==> config.mk <==
export PLATFORM = sky130hd
export DESIGN_NAME = rom_image_loader
export DESIGN_NICKNAME = d
export VERILOG_FILES = /design/src/rtl/rom_image_loader.sv
export SDC_FILE = /design/constraint.sdc
export NUM_CORES = 1
export LEC_CHECK = 0
export CORE_ASPECT_RATIO = 1.1
export CORE_UTILIZATION = 30
export CTS_CLUSTER_SIZE = 14
export DETAILED_ROUTE_END_ITERATION = 8
export GPL_TIMING_DRIVEN = 0
export PLACE_DENSITY = 0.58
export SYNTH_ARGS = -nofsm -noshare
export SYNTH_HDL_FRONTEND = slang
export SYNTH_SLANG_ARGS = --single-unit
==> constraint.sdc <==
create_clock -name clk -period 3.6 [get_ports clk]
set_input_delay 0.36 -clock clk [delete_from_list [all_inputs] [get_ports clk]]
set_output_delay 0.36 -clock clk [all_outputs]
set_load 0.01 [all_outputs]
==> src/rtl/rom_image_loader.sv <==
// Byte-stream program loader: length header, 6-byte little-endian instruction
// words and an XOR checksum; each assembled word is written with an active-low strobe.
module rom_image_loader #(
  parameter int                    ADDR_WIDTH = 16,
  parameter logic [ADDR_WIDTH-1:0] BASE_ADDR  = '0
) (
  input  logic                  clk,
  input  logic                  _reset,
  input  logic                  start,
  input  logic [7:0]            in_data,
  input  logic                  in_valid,
  output logic                  in_ready,
  output logic [ADDR_WIDTH-1:0] mem_addr,
  output logic [47:0]           mem_data,
  output logic                  _mem_we,
  output logic                  busy,
  output logic                  done,
  output logic                  checksum_err,
  output logic [15:0]           words_written
);

  localparam logic [2:0] IDLE   = 3'd0;
  localparam logic [2:0] LEN_LO = 3'd1;
  localparam logic [2:0] LEN_HI = 3'd2;
  localparam logic [2:0] BYTE   = 3'd3;
  localparam logic [2:0] WRITE  = 3'd4;
  localparam logic [2:0] CHECK  = 3'd5;
  localparam logic [2:0] DONE   = 3'd6;

  logic [2:0]            state_q, state_d;
  logic                  in_ready_q, in_ready_d;
  logic                  mem_we_n_q, mem_we_n_d;
  logic [ADDR_WIDTH-1:0] mem_addr_q, mem_addr_d;
  logic [47:0]           mem_data_q, mem_data_d;
  logic                  busy_q, busy_d;
  logic                  done_q, done_d;
  logic                  err_q, err_d;
  logic [15:0]           words_q, words_d;
  logic [15:0]           len_q, len_d;
  logic [7:0]            acc_q, acc_d;
  logic [2:0]            lane_q, lane_d;
  logic                  accept;

  assign accept = in_valid && in_ready_q;

  always_comb begin
    state_d    = state_q;
    mem_addr_d = mem_addr_q;
    mem_data_d = mem_data_q;
    busy_d     = busy_q;
    done_d     = done_q;
    err_d      = err_q;
    words_d    = words_q;
    len_d      = len_q;
    acc_d      = acc_q;
    lane_d     = lane_q;

    case (state_q)
      IDLE, DONE: begin
        if (start) begin
          state_d    = LEN_LO;
          busy_d     = 1'b1;
          done_d     = 1'b0;
          err_d      = 1'b0;
          acc_d      = 8'h00;
          words_d    = 16'h0000;
          lane_d     = 3'd0;
          mem_addr_d = BASE_ADDR;
        end
      end
      LEN_LO: begin
        if (accept) begin
          len_d[7:0] = in_data;
          acc_d      = acc_q ^ in_data;
          state_d    = LEN_HI;
        end
      end
      LEN_HI: begin
        if (accept) begin
          len_d[15:8] = in_data;
          acc_d       = acc_q ^ in_data;
          lane_d      = 3'd0;
          state_d     = ({in_data, len_q[7:0]} == 16'h0000) ? CHECK : BYTE;
        end
      end
      BYTE: begin
        if (accept) begin
          mem_data_d[{lane_q, 3'b000} +: 8] = in_data;
          acc_d = acc_q ^ in_data;
          if (lane_q == 3'd5) begin
            lane_d  = 3'd0;
            state_d = WRITE;
          end else begin
            lane_d = lane_q + 3'd1;
          end
        end
      end
      WRITE: begin
        // Strobe rises at the end of this cycle; advance bookkeeping on that edge.
        words_d    = words_q + 16'd1;
        mem_addr_d = mem_addr_q + ADDR_WIDTH'(1);
        lane_d     = 3'd0;
        state_d    = ((words_q + 16'd1) == len_q) ? CHECK : BYTE;
      end
      CHECK: begin
        if (accept) begin
          err_d   = (in_data != acc_q);
          done_d  = 1'b1;
          busy_d  = 1'b0;
          state_d = DONE;
        end
      end
      default: state_d = IDLE;
    endcase

    // Handshake and strobe are registered decodes of the next state.
    in_ready_d = (state_d == LEN_LO) || (state_d == LEN_HI) ||
                 (state_d == BYTE)   || (state_d == CHECK);
    mem_we_n_d = (state_d != WRITE);
  end

  always_ff @(posedge clk or negedge _reset) begin
    if (!_reset) begin
      state_q    <= IDLE;
      in_ready_q <= 1'b0;
      mem_we_n_q <= 1'b1;
      mem_addr_q <= '0;
      mem_data_q <= '0;
      busy_q     <= 1'b0;
      done_q     <= 1'b0;
      err_q      <= 1'b0;
      words_q    <= '0;
      len_q      <= '0;
      acc_q      <= '0;
      lane_q     <= '0;
    end else begin
      state_q    <= state_d;
      in_ready_q <= in_ready_d;
      mem_we_n_q <= mem_we_n_d;
      mem_addr_q <= mem_addr_d;
      mem_data_q <= mem_data_d;
      busy_q     <= busy_d;
      done_q     <= done_d;
      err_q      <= err_d;
      words_q    <= words_d;
      len_q      <= len_d;
      acc_q      <= acc_d;
      lane_q     <= lane_d;
    end
  end

  assign in_ready      = in_ready_q;
  assign mem_addr      = mem_addr_q;
  assign mem_data      = mem_data_q;
  assign _mem_we       = mem_we_n_q;
  assign busy          = busy_q;
  assign done          = done_q;
  assign checksum_err  = err_q;
  assign words_written = words_q;

endmodule

# Word-level counts from Yosys, hierarchy flattened
# Cells that the tools add are included.
[word_totals]
reg_bits = 115
input_bits = 12
output_inout_bits = 85
word_cells = 87
[op_classes]
addsub = 4
n_eq_ne = 19
n_shift = 2
mux = 29
bitwise_logic = 1
reduce_logical = 19
[op_table]
columns = ["op", "count"]
rows = [
  ["one-hot mux 16 bit (2 select lines)", 2],
  ["bitwise mux 48 bit", 1],
  ["variable shift 8 x 8 -> 48 bit, first input constant", 1],
  ["indexed part select 8 x 8 -> 48 bit", 1],
  ["2-to-1 mux 3 bit", 12],
  ["adder 16 x 1 -> 16 bit, second input constant", 2],
  ["one-hot mux 3 bit (6 select lines)", 1],
  ["equality test 16 bit", 1],
  ["zero test 16 bit", 1],
  ["2-to-1 mux 16 bit", 1],
  ["2-to-1 mux 8 bit", 2],
  ["one-hot mux 8 bit (2 select lines)", 1],
  ["equality test 3 bit, second input constant", 5],
  ["equality test 3 x 2 -> 1 bit, second input constant", 4],
  ["one-hot mux 3 bit (4 select lines)", 1],
  ["inequality test 2 bit, second input constant", 4],
  ["inequality test 8 bit", 1],
  ["negation 6 -> 8 bit", 1],
  ["AND reduction 2 bit", 4],
  ["bitwise XOR 8 bit", 1],
  ["equality test 3 x 1 -> 1 bit, second input constant", 2],
  ["one-hot mux 1 bit (2 select lines)", 3],
  ["AND reduction 3 bit", 2],
  ["nonzero test 2 bit", 3],
  ["other kinds (11)", 17],
]

# Longest topological paths before layout
# Gate-level depths: netlist (run 1).
[depth]
depth_word = 8
ltp_mapped = 10
depth_no_buf = 8

# Worst setup path before layout (run 1)
# No wires, ideal clock.
[synth_timing]
kind = "reg-to-reg"
from = "reg words_q[0], in the netlist words_written[0]"
to = "reg state_q[1]"
setup_time_ps = 124
arrival_ps = 2478
required_time_ps = 3476
slack_ps = 998
path_stages_with_launch = 8
path_buffers = 0
synth_period_minus_slack_ps = 2602
path_cell_list = "dfrtp_1 > ha_1 > and4_4 > or4b_4 > xnor2_1 > o211ai_1 > or4_1 > a211o_1"
[synth_via]
elab_chain_len = 4
[synth_lines]
columns = ["element", "line", "rtl"]
rows = [
  ["start, declared", "38", "logic [15:0] words_q, words_d;"],
  ["start signal, assigned", "145", "words_q <= words_d;"],
  ["adder 16 x 1 -> 16 bit", "103", "state_d = ((words_q + 16'd1) == len_q) ? CHECK : BYTE;"],
  ["equality test 16 bit", "103", ""],
  ["2-to-1 mux 3 bit", "103", ""],
  ["one-hot mux 3 bit (6 select lines)", "58", "case (state_q)"],
  ["named net state_d[1]", "30", "logic [2:0] state_q, state_d;"],
  ["end signal, assigned", "137", "state_q <= state_d;"],
  ["end, declared", "30", ""],
]
# The timed path passes the listed nets, and every way through them passes these cells.
# A chain may end at the register's enable or synchronous reset.

# Worst setup path after layout (run 1)
# Same ends and word-level chain as after synthesis.

==> results of run 1 <==
[registers in the layout, summed over array words and instances, names as in the netlist]
name and flops:
_mem_we 1, acc_q 8, busy 1, checksum_err 1, done 1, in_ready 1
lane_q 3, len_q 16, mem_addr 16, mem_data 48, state_q 3, words_written 16
[stage by stage]
| step | cell area [um^2] | power, uW |
|---|---|---|
| 2_1_floorplan | 5700 | 3430 |
| 3_3_place_gp | 6960 | 4420 |
| 3_5_place_dp | 6990 | 4450 |
| 4_1_cts | 7590 | 6110 |
| 5_1_grt | 7590 | 6470 |
| 6_report | 7590 | 6040 |
[critical path: cells and delay by family, from the launching register on]
family / cells / cell delay [ns]
xor+xnor: 1 / 0.18
fa+ha+maj: 1 / 0.30
flops: 1 / 0.47
simple gates: 3 / 1.35
compound gates: 2 / 0.43
[power by group through the flow]
stage                     sequential, uW  combinational, uW  clock (uW)
after floorplan                     2260               1170           0
after global placement              2220               2200           0
after detailed placement            2220               2230           0
after CTS                           2200               2240        1670
after global routing                2280               2450        1740
final                               2200               2210        1630
[cells in the final DEF (no fill, tap or decap), types with 4 or more instances in the layout]
master	synthesis	final
clkbuf_8	2	6
a22o_1	6	6
nor3_1	6	6
nand2b_1	13	13
clkdlybuf4s50_1	0	95
clkinvlp_4	0	6
dfrtp_1	114	114
xor2_1	9	9
xnor2_1	22	22
o21ai_0	79	79
and3_1	4	4
clkbuf_16	0	17
ha_1	7	7
o31ai_1	9	9
nor2_1	33	33
nand3_1	35	35
a21oi_1	12	12
nand4_1	11	11
mux2_2	28	28
inv_1	19	19
nor4_1	7	7
nand2_1	81	81
mux2i_1	8	8
o22ai_1	4	4
clkbuf_1	30	30
[worst paths after layout]
check	startpoint	endpoint	slack, ns
min in group clk	mem_data[23]	mem_data[23]	0.49
hold reg to reg	mem_data[23]	mem_data[23]	0.49
setup reg to reg	words_written[0]	state_q[1]	0.76
max in group asynchronous	_reset	in_ready	2.48
hold / removal	_reset	words_written[13]	0.41
setup / recovery	words_written[0]	state_q[1]	0.76
[per-layer routing]
layer | track usage (%) | up-vias | share of wire [%]
met4 | 6.14 | 0 | 1.3
met5 | 0 | - | 0
met3 | 4.41 | 17 | 5.0
li1 | - | 2333 | -
met2 | 25.9 | 103 | 47
met1 | 21.7 | 2257 | 46
[area by class of cell]
cell class                      count  area share [%]
Multi-Input combinational cell    421            34.3
Buffer                             33            1.91
Inverter                           19           0.940
Clock inverter                     11            1.35
Tap cell                          243            4.01
Sequential cell                   115            38.0
Clock buffer                       21            6.33
Timing Repair Buffer               98            13.2
[timing repair]
| action | 4_1_cts | 5_1_grt |
|---|---|---|
| setup endpoints to repair | 0 | 0 |
| gates resized for setup | 0 | 0 |
| hold buffers | 1 | 0 |
| hold endpoints to repair | 34 | 0 |
[kinds of logic (layout without fill, tap and decap cells)]
group | Yosys count | in the layout | share of synthesized area, %
adder cells (fa/ha/maj) | 8 | 8 | 1.71
XOR/XNOR | 31 | 31 | 4.76
multiplexers | 36 | 36 | 6.94
AO/OA/AOI/OAI | 127 | 127 | 13.0
AND/OR/NAND/NOR | 219 | 219 | 19.2
buffers and inverters | 52 | 182 | 3.80
flip-flops | 115 | 115 | 50.5
==> summary.txt, run 1 <==
outcome = complete, no violations
clock transition at the register clock pins on the worst setup and hold paths after CTS = 0.05 ns
fill cell count = 1882
layout overhead on the synthesized area = 33.1%
setup TNS = 0 ns
Cell variety after synth = 57
average via count per standard cell = 4.90
DRT antenna net count = 0
Final GP Congestion = 0.833
clock buffers created by TritonCTS = 17
via count = 4710
leakage dissipation = 0.00312 uW
transition time of the tightest slew-check pin = 0.835 ns
Yosys Warn Count = 0
portion of total power attributed to sequential cells = 36.4%
kind of end point of the critical path = register
gr usage total = 16.5%
Ant. Diodes = 0
WL per Instance = 15.9 um
number of enable-type register cells in the synthesized netlist = 0
post-synthesis instance area = 0.00570 mm^2
Initial DRC Count = 324
sequential-to-total area share from yosys stat = 50.5%
number of clock sinks = 115
Die Footprint = 0.0196 mm^2
synthesized netlist cell count = 588
proportion of power drawn by the clock network = 27.0%
level count of the clock H-tree = 4
Root Buffer = clkbuf_16
total net switching power = 2100 uW
pre-CTS worst setup slack = 0.449 ns
Core Footprint = 0.0185 mm^2
Synthesized Nets = 607
net total in the final layout = 724
ordered list of cells on the worst path = ha_1 > and4_4 > or4b_4 > xnor2_1 > o211ai_1 > or4_1 > a211o_1
worst-case clock buffer depth = 2
Critical Path AT = 3.14 ns
count of placed standard cells in the final layout, fillers left out = 961
slew margin rel. = 44.2%
most numerous cell in the Yosys netlist = dfrtp_1
clk_skew = 0.00715 ns
critical path peak fanout = 7
ranking of synthesized cells by instance count = 114 x dfrtp_1, 81 x nand2_1, 79 x o21ai_0
Hold Slack = 0.413 ns
CTS tree = done
maximum number of pins on one net before global-route repair = 81
cell type with the largest total area after synthesis = dfrtp_1
pins over their slew limit = 0
Initial Util = 30.8%
R2R cell count = 7
slowest cell on the critical path = or4_1
Net Sw Frac = 34.7%
share of post-route cells with drive strength above 1 = 10.6%
slowest cell delay on critical path = 0.59 ns
share of the clock period used by the worst path after layout = 78.8%
die height = 147 um
RSZ-0062 raised after global routing = false
later-pin clock latency in the skew report = 0.42 ns
post-DP HPWL = 10600 um
Worst VDD drop = 0.419 mV
main flop type after synthesis = dfrtp_1
# rows = 52
multi-input logic area = 0.00260 mm^2
Final Routed Wirelength = 15200 um
remaining global-route overflow = 0
FFs w/ async S/R, synth = 100%
I/O pin count = 97
kind of path behind the tightest hold check = primary input to asynchronous set/reset pin
syn_area_per_cell = 9.69 um^2
Yosys reg bits = 115
detailed-routing iteration count for the pre-antenna-repair pass = 4
via count of the first global-routing pass = 4452
combinational share of power = 36.6%
highest achievable clock rate = 0.352 GHz
global-route wire length before repair = 24800 um
number of failing hold endpoints at the final stage = 0
DRC violation count after routing = 0
Critical Path Start Type = register
number of placed cells counting well taps = 928
number of setup violations in the final report = 0
power per cell area = 796 mW/mm^2
number of buffers inserted by port buffering = 96
width of the die = 133 um
top post-synthesis cells by area = dfrtp_1 50%, o21ai_0 6.9%, mux2_2 5.5%
Util after Layout = 41.1%
final worst path period need = 2.84 ns
cell-internal power = 3940 uW
post-CTS setup buffer count = 0
Final WS setup = 0.762 ns
Maximum Capacitance Violations = 0
startpoint-to-endpoint class of the critical path = register to register
Required @ worst endpoint = 3.90 ns
register cell area after layout = 0.00288 mm^2
antenna violations before repair = 0
share of Yosys cell area claimed by the top area cell type = 50.1%
(Power assumes the default switching activity.)
==> inputs of run 2 (changes only) <==
- clock period: 3.6 -> 2.8 ns (I/O delays scaled with it)
==> run 2 against run 1 <==
  * Count of clock-buffer cells in the layout is the same
  * Die area unchanged
  * Worst hold slack lost 0.078 ns
  * Wire length increased by 0.14%
  * Combinational power up 29%
  * Setup slack got worse by 0.63 ns
  * First-iteration DRC count fell by 10%
  * Clock skew down 0.00075 ns
  * Cell area grew 0.23%
  * Register-to-register slack got worse by 0.63 ns
  * Critical path depth is the same
  * Sequential share of layout area is 0.055 points lower
==> summary.txt, run 2 (same netlist as run 1, synthesis figures left out) <==
Worst VDD drop = 0.538 mV (+29%)
Required @ worst endpoint = 3.10 ns (-0.80 ns)
R2R setup slack = 0.14 ns (-0.63 ns)
die height = 147 um (unchanged)
average via count per standard cell = 4.89 (-0.21%)
number of clock sinks = 115 (unchanged)
post-CTS setup buffer count = 0 (unchanged)
Root Buffer = clkbuf_16
leakage dissipation = 0.00311 uW (about the same)
via count of the first global-routing pass = 4452 (unchanged)
Die Footprint = 0.0196 mm^2 (unchanged)
WL per Instance = 15.9 um (+0.24%)
highest achievable clock rate = 0.375 GHz (+6.5%)
pins over their slew limit = 0 (unchanged)
Ant. Diodes = 0 (unchanged)
number of flip-flops under the largest register name = 48 (unchanged)
width of the die = 133 um (unchanged)
kind of path behind the tightest hold check = primary input to asynchronous set/reset pin
power per cell area = 1020 mW/mm^2 (+29%)
R2R cell count = 7 (unchanged)
Final WS setup = 0.136 ns (-0.626 ns)
# rows = 52 (unchanged)
global-route wire length before repair = 24800 um (unchanged)
Critical Path AT = 2.96 ns (-0.18 ns)
Critical Path Start Type = register
most common cell after layout, fill and taps aside = dfrtp_1
slew margin rel. = 44.5% (+0.22 points)
I/O pin count = 97 (unchanged)
Initial DRC Count = 290 (-10%)
slowest cell on the critical path = or4_1
ordered list of cells on the worst path = ha_4 > and4_4 > or4b_4 > xnor2_1 > o211ai_1 > or4_1 > a211o_1
gr usage total = 16.5% (unchanged)
pre-CTS worst setup slack = -0.271 ns (-0.720 ns)
startpoint-to-endpoint class of the critical path = register to register
outcome = complete, no violations
startpoint of the worst register-to-register path = words_written[0]
worst-case clock buffer depth = 2 (unchanged)
maximum number of pins on one net before global-route repair = 81 (unchanged)
post-DP HPWL = 10600 um (unchanged)
later-pin clock latency in the skew report = 0.42 ns (about the same)
DRC violation count after routing = 0 (unchanged)
critical path peak fanout = 7 (unchanged)
number of failing hold endpoints at the final stage = 0 (unchanged)
clock transition at the register clock pins on the worst setup and hold paths after CTS = 0.06 ns (about the same)
clk_skew = 0.00640 ns (-0.000751 ns)
antenna violations before repair = 0 (unchanged)
Final GP Congestion = 0.833 (unchanged)
clock buffers created by TritonCTS = 17 (unchanged)
Core Footprint = 0.0185 mm^2 (unchanged)
RSZ-0062 raised after global routing = false
layout overhead on the synthesized area = 33.4%
via count = 4695 (-0.32%)
Initial Util = 30.8% (unchanged)
number of buffers inserted by port buffering = 96 (unchanged)
remaining global-route overflow = 0 (unchanged)
level count of the clock H-tree = 4 (unchanged)
slowest cell delay on critical path = 0.59 ns (about the same)
reg-to-reg critical path endpoint = state_q[1]
Final Routed Wirelength = 15300 um (+0.14%)
Maximum Capacitance Violations = 0 (unchanged)
highest-count cells in the layout ignoring fill and taps = 112 x dfrtp_1, 95 x clkdlybuf4s50_1, 81 x nand2_1, 79 x o21ai_0, 34 x nand3_1
kind of end point of the critical path = register
count of placed standard cells in the final layout, fillers left out = 960 (-0.10%)
transition time of the tightest slew-check pin = 0.831 ns (-0.00335 ns)
Total Power = 7780 uW (+29%)
net total in the final layout = 723 (-0.14%)
CTS tree = done
final worst path period need = 2.66 ns (-0.174 ns)
share of post-route cells with drive strength above 1 = 11.3% (+0.71 points)
DRT antenna net count = 0 (unchanged)
number of setup violations in the final report = 0 (unchanged)
detailed-routing iteration count for the pre-antenna-repair pass = 4 (unchanged)
share of the clock period used by the worst path after layout = 95.1% (+16 points)
number of placed cells counting well taps = 928 (unchanged)
==> run 2: routing by layer <==
layer  GRT usage [%]  vias to the layer above  part of all wire [%]
met3            4.41                       21                   5.1
met1            21.7                     2245                    46
met4            6.14                        0                   1.5
met5               0                        -                     0
met2            25.9                      106                    47
li1                -                     2323                     -
==> run 2: per-stage QoR <==
step / area [um^2] / hold WS, ns / setup TNS (ns) / util, %
global route: 7600 / 0.351 / 0 / 41.1
global placement: 6960 / 0.460 / -378.10 / 37.7
detailed placement: 6990 / 0.205 / -3.76 / 37.8
floorplan: 5700 / -0.0156 / 0 / -
finish: 7600 / 0.335 / 0 / 41.1
CTS: 7590 / 0.339 / 0 / 41.1
==> run 2: what timing repair did <==
action	CTS	global route
endpoints found under the hold margin	34	0
cloned	0	0
resized for setup	1	6
hold buffers	1	0
endpoints found under the setup margin	1	25
==> run 2: worst max-delay path, delay by kind of cell, from the launching register on <==
family	cells	cell delay, ns
adders and majority gates	1	0.19
and+or+nand+nor	3	1.31
xor gates and xnor gates	1	0.18
DFF	1	0.45
AOI/OAI and AO/OA	2	0.42
==> run 2: worst max path at each step <==
stage                           from            to  slack, ns  cells past startpoint
finish              words_written[0]    state_q[1]       0.14                      7
global route        words_written[0]    state_q[1]       0.02                      7
CTS                 words_written[0]    state_q[1]       0.03                      7
detailed placement          in_valid  mem_data[44]      -0.27                     10
global placement              _reset  mem_data[23]      -3.28                      1
floorplan           words_written[0]    state_q[1]       0.20                      7
==> run 2: area by class of cell <==
cell class | instances | area [um^2]
inverters | 19 | 71.3
repair buffers | 98 | 1000
plain buffers | 32 | 143
clock inverters | 11 | 103
fillers | 1879 | 10900
clock buffers | 21 | 480
well taps | 243 | 304
multi-input cells | 421 | 2620
flip-flops and latches | 115 | 2880
==> run 2: where the power goes <==
part	total (uW)	switching, uW	leakage [uW]	internal, uW
Combinational	2840	1330	0.00137	1510
Sequential	2850	593	0.00147	2250
Clock	2100	785	0.000270	1310
Total	7780	2700	0.00311	5080
